`src/rtl/tx_pkt_loader.sv`:
```
// Write-side loader for the TX packet BRAM: streams words in,
// then hands the packet to dot11_tx via phy_tx_start/started/done.
module tx_pkt_loader #(
  parameter int ADDR_W        = 10,
  parameter int BASE_ADDR     = 0,
  parameter int MAX_WORDS     = 200,
  parameter int START_TIMEOUT = 64
) (
  input  logic              clk,
  input  logic              rst,
  input  logic [63:0]       s_data,
  input  logic              s_valid,
  input  logic              s_last,
  output logic              s_ready,
  output logic              bram_we,
  output logic [ADDR_W-1:0] bram_waddr,
  output logic [63:0]       bram_dout,
  output logic              phy_tx_start,
  input  logic              phy_tx_started,
  input  logic              phy_tx_done,
  output logic              busy,
  output logic [ADDR_W:0]   pkt_words,
  output logic              err_overflow,
  output logic              err_timeout
);

  typedef enum logic [2:0] {
    IDLE, LOAD, DROP, START, WAIT_DONE
  } state_e;

  localparam int TW = $clog2(START_TIMEOUT + 1);
  localparam logic [ADDR_W-1:0] BASE = ADDR_W'(BASE_ADDR);
  localparam logic [ADDR_W:0]   MAXW = (ADDR_W+1)'(MAX_WORDS);
  localparam logic [TW-1:0]     TLST = TW'(START_TIMEOUT - 1);

  state_e            state_q;
  logic [ADDR_W:0]   cnt_q;
  logic [TW-1:0]     tmo_q;
  logic              we_q;
  logic [ADDR_W-1:0] waddr_q;
  logic [63:0]       dout_q;
  logic              start_q;
  logic [ADDR_W:0]   words_q;
  logic              ovf_q;
  logic              tmo_err_q;
  logic              accept;
  logic              fire;

  assign accept = (state_q == IDLE) ||
                  (state_q == LOAD) ||
                  (state_q == DROP);
  // Gated by rst so no word can slip in during the reset cycle.
  assign s_ready      = ~rst & accept;
  assign fire         = s_valid & s_ready;
  assign bram_we      = we_q;
  assign bram_waddr   = waddr_q;
  assign bram_dout    = dout_q;
  assign phy_tx_start = start_q;
  assign busy         = (state_q != IDLE);
  assign pkt_words    = words_q;
  assign err_overflow = ovf_q;
  assign err_timeout  = tmo_err_q;

  always_ff @(posedge clk) begin
    if (rst) begin
      state_q   <= IDLE;
      cnt_q     <= '0;
      tmo_q     <= '0;
      we_q      <= 1'b0;
      waddr_q   <= '0;
      dout_q    <= '0;
      start_q   <= 1'b0;
      words_q   <= '0;
      ovf_q     <= 1'b0;
      tmo_err_q <= 1'b0;
    end else begin
      we_q      <= 1'b0;
      ovf_q     <= 1'b0;
      tmo_err_q <= 1'b0;
      unique case (state_q)
        IDLE: begin
          cnt_q <= '0;
          tmo_q <= '0;
          if (fire) begin
            we_q    <= 1'b1;
            waddr_q <= BASE;
            dout_q  <= s_data;
            cnt_q   <= (ADDR_W+1)'(1);
            if (s_last) begin
              words_q <= (ADDR_W+1)'(1);
              start_q <= 1'b1;
              state_q <= START;
            end else begin
              state_q <= LOAD;
            end
          end
        end
        LOAD: begin
          if (fire) begin
            // cnt_q == MAXW means this is the first word past the limit.
            if (cnt_q == MAXW) begin
              ovf_q   <= 1'b1;
              state_q <= s_last ? IDLE : DROP;
            end else begin
              we_q    <= 1'b1;
              waddr_q <= BASE + cnt_q[ADDR_W-1:0];
              dout_q  <= s_data;
              cnt_q   <= cnt_q + 1'b1;
              if (s_last) begin
                words_q <= cnt_q + 1'b1;
                start_q <= 1'b1;
                state_q <= START;
              end
            end
          end
        end
        DROP: begin
          if (fire && s_last) state_q <= IDLE;
        end
        START: begin
          if (phy_tx_started) begin
            start_q <= 1'b0;
            state_q <= WAIT_DONE;
          end else if (tmo_q == TLST) begin
            start_q   <= 1'b0;
            tmo_err_q <= 1'b1;
            state_q   <= IDLE;
          end else begin
            tmo_q <= tmo_q + 1'b1;
          end
        end
        WAIT_DONE: begin
          if (phy_tx_done) state_q <= IDLE;
        end
        default: state_q <= IDLE;
      endcase
    end
  end

endmodule

```
`config.mk`:
```
export PLATFORM = sky130hd
export DESIGN_NAME = tx_pkt_loader
export DESIGN_NICKNAME = d
export VERILOG_FILES = /design/src/rtl/tx_pkt_loader.sv
export SDC_FILE = /design/constraint.sdc
export NUM_CORES = 1
export LEC_CHECK = 0
export CAP_MARGIN = 40
export CORE_UTILIZATION = 44
export CTS_CLUSTER_SIZE = 10
export DETAILED_ROUTE_END_ITERATION = 6
export PLACE_DENSITY_LB_ADDON = 0.15
export SETUP_SLACK_MARGIN = 0.3
export SLEW_MARGIN = 30
export SYNTH_ARGS = -nofsm -noshare
export SYNTH_HDL_FRONTEND = slang
export SYNTH_SLANG_ARGS = --single-unit
```
`constraint.sdc`:
```
create_clock -name clk -period 2.5 [get_ports clk]
set_input_delay 0.5 -clock clk [delete_from_list [all_inputs] [get_ports clk]]
set_output_delay 0.5 -clock clk [all_outputs]
set_load 0.03 [all_outputs]
```
== Word level (Yosys, flattened, before mapping) ==
Cells that the tools add are included.
Word-level totals
  word-level logic and storage cells: 96
  bits in registers: 110
Cells by class
  eq/ne operators: 17
  bitwise operators: 6
  reductions and logical operators: 16
  multiplexer cells: 45
  $add $sub $neg: 2
Operators by type and width (number)
  $mux 64: 3
  $pmux 64 s2: 1
  $mux 11: 7
  $pmux 11 s2: 2
  $mux 10: 3
  $mux 3: 8
  $pmux 10 s2: 1
  $ne 2x2->1 const B: 8
  $pmux 3 s5: 1
  $mux 7: 2
  $pmux 7 s2: 1
  $mux 1: 12
  $reduce_and 6->1: 2
  $add 11x1->11 const B: 1
  $eq 11x8->1 const B: 1
  $add 7x1->7 const B: 1
  $eq 7x6->1 const B: 1
  $eq 3x2->1 const B: 2
  $reduce_and 3->1: 2
  $reduce_bool 3->1: 2
  $reduce_or 3->1: 2
  $reduce_and 5->1: 1
  $mux 2: 2
  $not 1->1: 4
  other kinds (13): 16

== Longest topological paths before layout ==
Gate-level depths: netlist (run 1).
  depth in word-level cells: 8
  gate-level depth with buffers: 10
  gate-level depth less buffers: 8

== Least setup slack after synthesis (run 1) ==
No wires, ideal clock.
  kind: input port to output port
  start point: in rst
  end point: out s_ready
  setup slack: 377 ps
  arrival time: 1623 ps
  stages on the path: 3
  path through: buf_2 clkbuf_1 a211oi_1
On the way
  longest elaborated chain between the ends: 2
Ends and longest elaborated chain
  start, declared: line 10  | input logic rst,
  $not 1->1: line 53  | assign s_ready = ~rst & accept;
  $and 1x1->1: line 53
  end, declared: line 14  | output logic s_ready,
No other way between the ends.

== Final worst setup path (run 1) ==
  start point: reg state_q[2]
  end point: out busy
On the way
  longest elaborated chain between the ends: 1
Ends and longest elaborated chain
  start, declared: line 36  | state_e state_q;
  start signal, assigned: line 103  | state_q <= s_last ? IDLE : DROP;
  $reduce_bool 3->1: line 59  | assign busy = (state_q != IDLE);
  end, declared: line 21  | output logic busy,
No other way between the ends.

==> results of run 1 <==
through the flow:
| step | worst slack [ns] | hold WS (ns) | std cells |
|---|---|---|---|
| 6_report | 0.3860 | 0.4574 | 811 |
| 3_5_place_dp | 0.09212 | 0.4453 | 793 |
| 3_3_place_gp | 0.2248 | 0.4406 | 793 |
| 4_1_cts | 0.3815 | 0.4607 | 809 |
| 5_1_grt | 0.3213 | 0.4772 | 811 |
| 2_1_floorplan | 0.3770 | 0.4389 | 525 |
registers in the layout, indices dropped and copies added, names as in the netlist:
| register | count |
|---|---|
| bram_dout | 64 |
| cnt_q | 11 |
| pkt_words | 11 |
| bram_waddr | 10 |
| tmo_q | 7 |
| state_q | 3 |
| bram_we | 1 |
| err_overflow | 1 |
| err_timeout | 1 |
| phy_tx_start | 1 |
worst min-delay path, stage by stage (launching register included):
cell,delay (ns)
dfxtp_1,0.32
nand2_1,0.05
a21oi_1,0.05
layout by cell type, fill, tap and decap left out, drive strengths merged, types with 2 or more instances in the layout:
master / synthesis / routed
nand2: 159 / 159
clkdlybuf4s50: 0 / 157
dfxtp: 110 / 110
a21oi: 81 / 81
nor2: 31 / 31
nand3: 17 / 17
buf: 17 / 12
clkbuf: 17 / 11
o21ai: 9 / 9
a22oi: 8 / 8
inv: 5 / 7
xor2: 6 / 6
nor4: 5 / 5
and2: 5 / 5
or3: 4 / 4
xnor2: 4 / 4
and3: 4 / 4
mux2i: 4 / 4
o31ai: 3 / 3
nor3: 3 / 3
a32oi: 3 / 3
ha: 3 / 3
a31o: 3 / 3
clkinv: 1 / 3
nor4b: 2 / 2
nand4: 2 / 2
o31a: 2 / 2
a32o: 2 / 2
power groups by stage:
stage / clock, W / sequential [W] / combinational (W)
after CTS: 0.00110 / 0.00185 / 0.000587
after floorplan: 0 / 0.00199 / 0.000205
after detailed placement: 0 / 0.00189 / 0.000586
final: 0.00108 / 0.00185 / 0.000587
after global routing: 0.00118 / 0.00185 / 0.000628
after global placement: 0 / 0.00188 / 0.000580
worst paths after layout:
path	startpoint	end	depth (start not counted)	slack (ns)
max	state_q[2]$_SDFFE_PP0P_	busy	2	0.39
min	bram_dout[37]$_SDFFE_PP0P_	bram_dout[37]$_SDFFE_PP0P_	2	0.46
max reg2reg	state_q[0]$_SDFFE_PP0P_	cnt_q[3]$_SDFFE_PP0P_	5	0.45
min reg2reg	bram_dout[37]$_SDFFE_PP0P_	bram_dout[37]$_SDFFE_PP0P_	2	0.46
cell type report:
class	instances	area [um2]	area share
Clock buffer	10	127.6	0.02042
Clock inverter	6	68.82	0.01101
Inverter	6	22.52	0.003604
Multi-Input combinational cell	375	1939	0.3103
Sequential cell	110	2202	0.3524
Tap cell	133	166.4	0.02663
Timing Repair Buffer	171	1723	0.2757
repair_timing:
action                     in CTS  in global routing
pin swaps                       0                  0
setup endpoints to repair       1                  1
resized for setup               1                  1
cell families after synthesis:
family / after synthesis
buf+inv: 40
fa+ha+maj: 3
mux: 5
xor+xnor: 10
compound gates: 117
simple gates: 240
flops: 110
routing by layer:
metal / wire length, um / vias up / global-route usage
met2: 5541 / 129 / 0.3706
met4: 163 / 0 / 0.07023
met5: 0 / - / 0
met1: 5131 / 1910 / 0.2890
li1: - / 2066 / -
met3: 719 / 14 / 0.04072
==> impl_metrics.csv, run 1 <==
group,metric,value,unit
setup_path,worstPathMaxFanout,12,
clock_tree,clk_latency,0.37,ns
cells_and_area,final_area,6250,um2
logic_synthesis,synth_common_cells,"nand2_1 (159), dfxtp_1 (110), a21oi_1 (81)",
setup_path,crit_chain,"or3_1 > dlygate4sd2_1",
drt,vias,4119,
setup_path,cp-end-kind,"output port",
grt,grt_remaining_overflow,0,
power_and_ir_drop,power_frac_clock,0.307,
floorplan,initial_core_util,0.4514,
power_and_ir_drop,switching_share,0.2732,
clock_tree,cts_tree,"yes",
logic_synthesis,netlist_area,4372,um2
floorplan,rows,36,
place,place_hpwl,8101,um
setup_path,crit_slowest_cell,"or3_1",
timing,period_needed,2.114,ns
logic_synthesis,ys_async_sr_fraction,0,
logic_synthesis,avgSynthCellArea,8.327,um2
logic_synthesis,synthAdderAreaFrac,0.008586,
logic_synthesis,synthMostInstantiatedCell,"nand2_1",
cells_and_area,fillCellCount,831,
drt,routed_wl,11560,um
cells_and_area,drive_above_1_share,0.06047,
logic_synthesis,synth_cells,525,
grt,grt_pass1_wl,18080,um
logic_synthesis,synth-xor-area-share,0.02003,
drt,vias_per_cell,5.079,
power_and_ir_drop,p_seq_frac,0.526,
logic_synthesis,ys.flop_type,"dfxtp_1",
logic_synthesis,synth_nets,598,
power_and_ir_drop,p_per_area,561.7,nW/um2
status,status,"finished, final reports clean",
timing,final_max_slew_viol_count,0,
floorplan,dieArea,10340,um2
clock_tree,holdBufCountCts,0,
timing,max_freq,0.4730,GHz
cells_and_area,final_util,0.6453,
grt,grt_max_degree,81,
logic_synthesis,seq_area_frac_synth,0.5037,
setup_path,required,2.00,ns
floorplan,die_x,101.7,um
timing,relSlewSlack,0.5422,
clock_tree,cts-buffers-inserted,9,
grt,grt_pass1_vias,3702,
setup_path,critical_path_buf_inv_count,1,
timing,finalCritPeriodShare,0.8456,
power_and_ir_drop,pwr-share-comb,0.167,
floorplan,die_y,101.7,um
place,port_buffers,160,
clock_tree,htreeDepth,3,
logic_synthesis,ys_top_cells_by_area,"dfxtp_1 (50%), nand2_1 (14%), a21oi_1 (9.3%)",
timing,setup_viol,0,
setup_path,cpPeakStageDelay,0.46,ns
power_and_ir_drop,p_int,0.002552,W
cells_and_area,fin_nets,746,
drt,drt.antenna.violating_nets,0,
floorplan,io_pins,161,
drt,wire_per_inst,14.25,um
timing,fin_skew,0.01517,ns
job,drv_cap,0,
place,place.gp.congestion,0.9090,
timing,rsz0062_at_grt,"false",
place,post_dp_cell_area,6030,um2
logic_synthesis,ys_ff_latch,110,
setup_path,critical_path_class,"reg2out",
setup_path,arrival,1.61,ns
logic_synthesis,synth_compound_area_frac,0.1583,
clock_tree,cts_sinks,110,
floorplan,core-area,9684,um2
drt,drtPass1Iterations,5,
timing,final.setup.tns,0,ns
setup_path,start_kind,"flop",
logic_synthesis,ys_types,50,
clock_tree,clockBufferDepth,2,
grt,antenna_found_initial,0,
cells_and_area,synthToLayoutAreaGrowth,42.96,%
timing,worst_pin_slew,0.6837,ns
grt,grt_usage,0.2215,
logic_synthesis,muxShareOfSynthArea,0.01173,
logic_synthesis,synth_warnings,0,
logic_synthesis,synth-simple-area-share,0.2450,
power_and_ir_drop,p_sw,0.0009591,W
timing,finalHoldViolations,0,
drt,drcViolationCount,0,
clock_tree,cts_post_setup_buffers_inserted,0,
setup_path,path_delay_family,"simple AND/OR/NAND/NOR gates",
drt,drtIter0Drc,199,
logic_synthesis,synth_top_area_frac,0.5037,
power_and_ir_drop,p_leak,2.209,nW
power_and_ir_drop,ir_worst_vdd,0.3420,mV
clock_tree,clock-root-buffer,"clkbuf_8",
power_and_ir_drop,p_total,0.003511,W
hold_path,min_path_type,"reg2reg",
logic_synthesis,synth_top_family_by_area,"simple AND/OR/NAND/NOR gates",
logic_synthesis,synth.largest_area_cell,"dfxtp_1",
cells_and_area,antenna_cells,0,
logic_synthesis,synth_edf_count,0,
clock_tree,clk_pin_slew,0.09,ns
Power figures use the tool's default switching activity.
==> run 2: changes to the inputs <==
- clock period: 2.5 -> 2.1 ns (I/O delays scaled with it)
==> run 2 against run 1 <==
Against the previous run:
- power rose by 18%
- setup slack worse by 0.19 ns
- die area did not move
- global-route usage up 1.1 points
- sequential power is 18% higher
- non-clock buffer count grew 36
- sequential share of layout area down 1.7 points
- combinational power increased by 35%
- routed wire length up 21%
- via count increased by 6.6%
- critical path type is now reg2reg
- largest power group unchanged
==> impl_metrics.csv, run 2 (same netlist as run 1, synthesis figures left out) <==
group,metric,value,unit
status,status,"finished, final reports clean",
power_and_ir_drop,ir_worst_vdd,0.3581,mV
drt,drtPass1Iterations,5,
drt,vias_per_cell,5.191,
floorplan,die_y,101.7,um
cells_and_area,largest_reg_flops,64,
clock_tree,clockBufferDepth,2,
grt,gr-max-usage-layer,"met2",
grt,grt_pass1_wl,18660,um
power_and_ir_drop,p_total,0.004148,W
setup_path,r2r_cells,8,
clock_tree,htreeDepth,3,
setup_path,rrSetupSlack,0.19,ns
drt,wire_per_inst,16.54,um
drt,drt.antenna.violating_nets,0,
cells_and_area,synthToLayoutAreaGrowth,51.55,%
grt,use_met2,0.4033,
cells_and_area,fin_nets,782,
place,place_hpwl,8654,um
timing,worst_pin_slew,0.8356,ns
setup_path,arrival,2.13,ns
timing,setup_viol,0,
hold_path,whs_path_depth,2,
grt,grt_remaining_overflow,0,
setup_path,worstPathMaxFanout,14,
timing,finalHoldViolations,0,
cells_and_area,antenna_cells,0,
drt,vias,4392,
drt,drtIter0Drc,175,
setup_path,critical_path_class,"reg2reg",
timing,fin_skew,0.009127,ns
clock_tree,cts_tree,"yes",
floorplan,io_pins,161,
job,drv_cap,0,
setup_path,r2r-start,"cnt_q[4]$_SDFFE_PP0P_",
setup_path,start_kind,"flop",
place,place.gp.congestion,0.9253,
cells_and_area,drive_above_1_share,0.1360,
timing,rsz0062_at_grt,"true",
power_and_ir_drop,pwr-share-comb,0.190,
floorplan,rows,36,
clock_tree,clk_pin_slew,0.10,ns
setup_path,required,2.33,ns
timing,finalCritPeriodShare,0.9075,
floorplan,core-area,9684,um2
cells_and_area,final_util,0.6841,
timing,period_needed,1.906,ns
power_and_ir_drop,p_per_area,626.1,nW/um2
setup_path,cp-end-kind,"flop",
power_and_ir_drop,p_int,0.002970,W
place,port_buffers,160,
drt,drcViolationCount,0,
cells_and_area,final_cell_mix,"nand2_1 (159), dfxtp_1 (98), dlygate4sd2_1 (87)",
setup_path,reg2reg_to,"bram_dout[40]$_SDFFE_PP0P_",
hold_path,min_path_type,"reg2reg",
clock_tree,cts-buffers-inserted,9,
power_and_ir_drop,power_frac_clock,0.282,
hold_path,hp-start,"bram_dout[16]$_SDFFE_PP0P_",
clock_tree,clock-root-buffer,"clkbuf_8",
drt,routed_wl,14000,um
floorplan,die_x,101.7,um
grt,grt_max_degree,82,
timing,relSlewSlack,0.4429,
power_and_ir_drop,p_leak,2.863,nW
grt,grt_usage,0.2324,
grt,use_met3,0.05245,
timing,max_freq,0.5248,GHz
clock_tree,cts_sinks,110,
clock_tree,clk_latency,0.38,ns
power_and_ir_drop,switching_share,0.2841,
clock_tree,holdBufCountCts,0,
timing,final_max_slew_viol_count,0,
floorplan,initial_core_util,0.4514,
grt,grt_pass1_vias,3850,
floorplan,dieArea,10340,um2
power_and_ir_drop,p_seq_frac,0.528,
grt,met1_usage,0.2820,
hold_path,hold_end,"bram_dout[16]$_SDFFE_PP0P_",
grt,antenna_found_initial,0,
cells_and_area,fillCellCount,807,
power_and_ir_drop,p_sw,0.001178,W
cells_and_area,final_common_cell,"nand2_1",
-- run 2: cell types whose count changed in the layout (fill, tap and decap cells not counted), moves of 4 or more --
cell and change:
buf_4 +24, buf_6 +4, clkbuf_16 +6, clkdlybuf4s50_1 -89
dfxtp_1 -12, dfxtp_2 +9, dlygate4sd2_1 +86
-- run 2: power groups by stage --
| stage | clock [W] | sequential [W] | combinational (W) |
|---|---|---|---|
| 2_1_floorplan | 0 | 0.00237 | 0.000245 |
| 3_3_place_gp | 0 | 0.00224 | 0.000712 |
| 3_5_place_dp | 0 | 0.00224 | 0.000720 |
| 4_1_cts | 0.00120 | 0.00219 | 0.000684 |
| 5_1_grt | 0.00127 | 0.00220 | 0.000836 |
| 6_report | 0.00117 | 0.00219 | 0.000790 |
-- run 2: metal layers --
metal  routed length [um]  vias up
met4                  178        0
met5                    0        -
li1                     -     2134
met1                 5738     2074
met2                 7037      165
met3                 1043       19
-- run 2: area by class of cell --
class / count / area (um2) / share of cell area
clock buffers: 12 / 145.1 / 0.02191
clock inverters: 3 / 21.27 / 0.003211
inverters: 6 / 35.03 / 0.005288
multi-input cells: 375 / 1999 / 0.3018
flip-flops and latches: 110 / 2225 / 0.3358
well taps: 133 / 166.4 / 0.02512
repair buffers: 207 / 2033 / 0.3069
-- run 2: worst max path at each step --
stage	startpoint	to	depth (start not counted)
3_5_place_dp	phy_tx_done	pkt_words[5]$_SDFFE_PP0P_	6
2_1_floorplan	state_q[2]$_SDFFE_PP0P_	cnt_q[6]$_SDFFE_PP0P_	6
5_1_grt	cnt_q[4]$_SDFFE_PP0P_	bram_dout[40]$_SDFFE_PP0P_	8
3_3_place_gp	phy_tx_done	pkt_words[1]$_SDFFE_PP0P_	6
4_1_cts	cnt_q[4]$_SDFFE_PP0P_	bram_dout[57]$_SDFFE_PP0P_	6
6_report	cnt_q[4]$_SDFFE_PP0P_	bram_dout[40]$_SDFFE_PP0P_	8
-- run 2: timing repair --
| action | in CTS | in global routing |
|---|---|---|
| cloned | 0 | 9 |
| pin swaps | 2 | 7 |
| setup buffers | 2 | 16 |
| resized for setup | 100 | 36 |
| setup endpoints to repair | 111 | 88 |
-- run 2: worst max-delay path: stages (launching register included) --
cell       delay [ns]
dfxtp_4          0.37
nor4b_4          0.36
nand4_1          0.29
nand3_4          0.18
buf_6            0.14
clkinv_8         0.08
clkbuf_16        0.18
nand2_1          0.08
a21oi_1          0.07
-- run 2: metrics by stage --
step	setup TNS, ns	instance area [um2]	worst slack (ns)	instances	hold WS, ns
6_report	0	6625	0.1943	846	0.4548
2_1_floorplan	0	4377	0.3878	525	0.4389
3_3_place_gp	0	6130	0.03728	804	0.4411
3_5_place_dp	-0.06149	6130	-0.03144	804	0.4457
5_1_grt	0	6625	0.1064	846	0.4730
4_1_cts	0	6226	0.2736	821	0.4577
==> run 3: changes to the inputs <==
- CORE_ASPECT_RATIO: unset -> 0.75
- CORE_MARGIN: unset -> 2
==> run 3 against run 2 <==
Against the previous run:
- critical path type unchanged
- sequential share of layout area shrank 0.98 points
- clock-buffer cell count down 1
- first-iteration DRC count rose by 46%
- design area up 3.0%
- register-to-register slack improved by 0.09 ns
- hold slack got worse by 0.0017 ns
- utilization grew 2.3 points
- highest routed layer unchanged
- global-route usage barely moved
- non-clock buffer count down 13
- routed wire length shrank 1.4%
- clock power up 56%
==> impl_metrics.csv, run 3 (same netlist as run 1, synthesis figures left out) <==
group,metric,value,unit
timing,rsz0062_at_grt,"true",
clock_tree,clk_pin_slew,0.07,ns
clock_tree,cts_tree,"yes",
job,drv_cap,0,
clock_tree,clock-root-buffer,"clkbuf_16",
drt,drtPass1Iterations,4,
setup_path,worstPathMaxFanout,13,
hold_path,min_path_type,"reg2reg",
clock_tree,cts_sinks,110,
cells_and_area,drive_above_1_share,0.1241,
timing,final_max_slew_viol_count,0,
cells_and_area,antenna_cells,0,
grt,grt_remaining_overflow,0,
drt,vias,4374,
cells_and_area,synthToLayoutAreaGrowth,56.12,%
drt,drcViolationCount,0,
cells_and_area,final_cell_mix,"nand2_1 (159), dfxtp_1 (98), clkdlybuf4s50_1 (92)",
drt,vias_per_cell,5.251,
timing,post-route-worst-setup-slack,0.2837,ns
cells_and_area,final_util,0.7067,
floorplan,io_pins,161,
cells_and_area,final_area,6825,um2
grt,grt_pass1_wl,20180,um
floorplan,dieArea,10760,um2
drt,drt.antenna.violating_nets,0,
timing,relSlewSlack,0.7503,
grt,grt_usage,0.2321,
cells_and_area,fin_cells,833,
clock_tree,cts-buffers-inserted,9,
status,status,"finished, final reports clean",
clock_tree,clk_latency,0.34,ns
cells_and_area,final_common_cell,"nand2_1",
power_and_ir_drop,p_leak,3.333,nW
cells_and_area,fin_nets,769,
floorplan,die_y,90.33,um
drt,drtIter0Drc,256,
timing,fin_skew,0.006651,ns
setup_path,start_kind,"flop",
timing,period_needed,1.816,ns
timing,worst_pin_slew,0.3739,ns
power_and_ir_drop,ir_worst_vdd,0.4744,mV
setup_path,required,2.36,ns
drt,wire_per_inst,16.57,um
grt,antenna_found_initial,0,
timing,setup_viol,0,
cells_and_area,largest_reg_flops,64,
grt,grt_pass1_vias,4071,
floorplan,die_x,119.1,um
grt,grt_max_degree,51,
floorplan,core-area,9658,um2
floorplan,rows,31,
floorplan,initial_core_util,0.4526,
timing,finalCritPeriodShare,0.8649,
timing,max_freq,0.5506,GHz
place,place_hpwl,9032,um
place,place.gp.congestion,0.8778,
setup_path,arrival,2.08,ns
drt,routed_wl,13800,um
place,port_buffers,160,
setup_path,critical_path_class,"reg2reg",
timing,finalHoldViolations,0,
power_and_ir_drop,p_per_area,703.8,nW/um2
clock_tree,clockBufferDepth,2,
place,place_ws,-0.002278,ns
place,dp_cells,804,
setup_path,cp-end-kind,"flop",
place,post_dp_cell_area,6123,um2
clock_tree,htreeDepth,3,
clock_tree,holdBufCountCts,0,
timing,fin_hold_ws,0.4531,ns
-- run 3: cell count changes in the layout (fill, tap and decap cells not counted), moves of 2 or more --
cell | before | now
clkbuf_8 | 10 | 1
bufinv_16 | 0 | 2
dlygate4sd2_1 | 87 | 18
clkinvlp_4 | 1 | 3
buf_8 | 3 | 1
clkdlybuf4s50_1 | 68 | 92
buf_4 | 31 | 22
clkbuf_16 | 6 | 12
buf_6 | 4 | 6
dlymetal6s2s_1 | 2 | 47
-- run 3: worst max-delay path: stages, from the launching register on --
cell     delay (ns)
dfxtp_4        0.37
nor4b_4        0.40
nand4_1        0.25
nand3_4        0.18
buf_6          0.14
buf_12         0.14
nand2_1        0.07
a21oi_1        0.18
-- run 3: path summary, 6_finish.rpt --
path | from | cells after the start | end | slack, ns
max reg2reg | cnt_q[10]$_SDFFE_PP0P_ | 7 | bram_dout[34]$_SDFFE_PP0P_ | 0.28
max | cnt_q[10]$_SDFFE_PP0P_ | 7 | bram_dout[34]$_SDFFE_PP0P_ | 0.28
min | bram_dout[11]$_SDFFE_PP0P_ | 2 | bram_dout[11]$_SDFFE_PP0P_ | 0.45
min reg2reg | bram_dout[11]$_SDFFE_PP0P_ | 2 | bram_dout[11]$_SDFFE_PP0P_ | 0.45
-- run 3: layout make-up --
type / instances / area [um2]
Clock inverter: 5 / 82.58
Timing Repair Buffer: 194 / 2059
Sequential cell: 110 / 2225
Clock buffer: 11 / 242.7
Multi-Input combinational cell: 375 / 2026
Fill cell: 780 / 2833
Inverter: 6 / 25.02
Tap cell: 132 / 165.2
-- run 3: stage by stage --
step            TNS (ns)  total power, W
2_1_floorplan          0        0.002616
3_3_place_gp           0        0.002952
3_5_place_dp   -0.002278        0.002967
4_1_cts                0        0.004789
5_1_grt                0        0.004969
6_report               0        0.004804
-- run 3: what timing repair did --
action,in CTS,in global routing
resized for setup,35,76
setup buffers,2,7
gates cloned,0,4
pin swaps,2,10
setup endpoints to repair,84,141
-- run 3: layer usage --
layer,track usage,part of all wire,wire length (um)
met1,0.3027,0.44,6070
met2,0.3769,0.47,6455
met3,0.07197,0.077,1068
met4,0.05556,0.015,206
met5,0,0,0
-- run 3: power breakdown --
group          leakage (nW)  internal [W]  switching, W
Clock                 0.148       0.00108      0.000750
Combinational          2.28      0.000359      0.000421
Sequential            0.901       0.00215     0.0000407
Total                  3.33       0.00359       0.00121
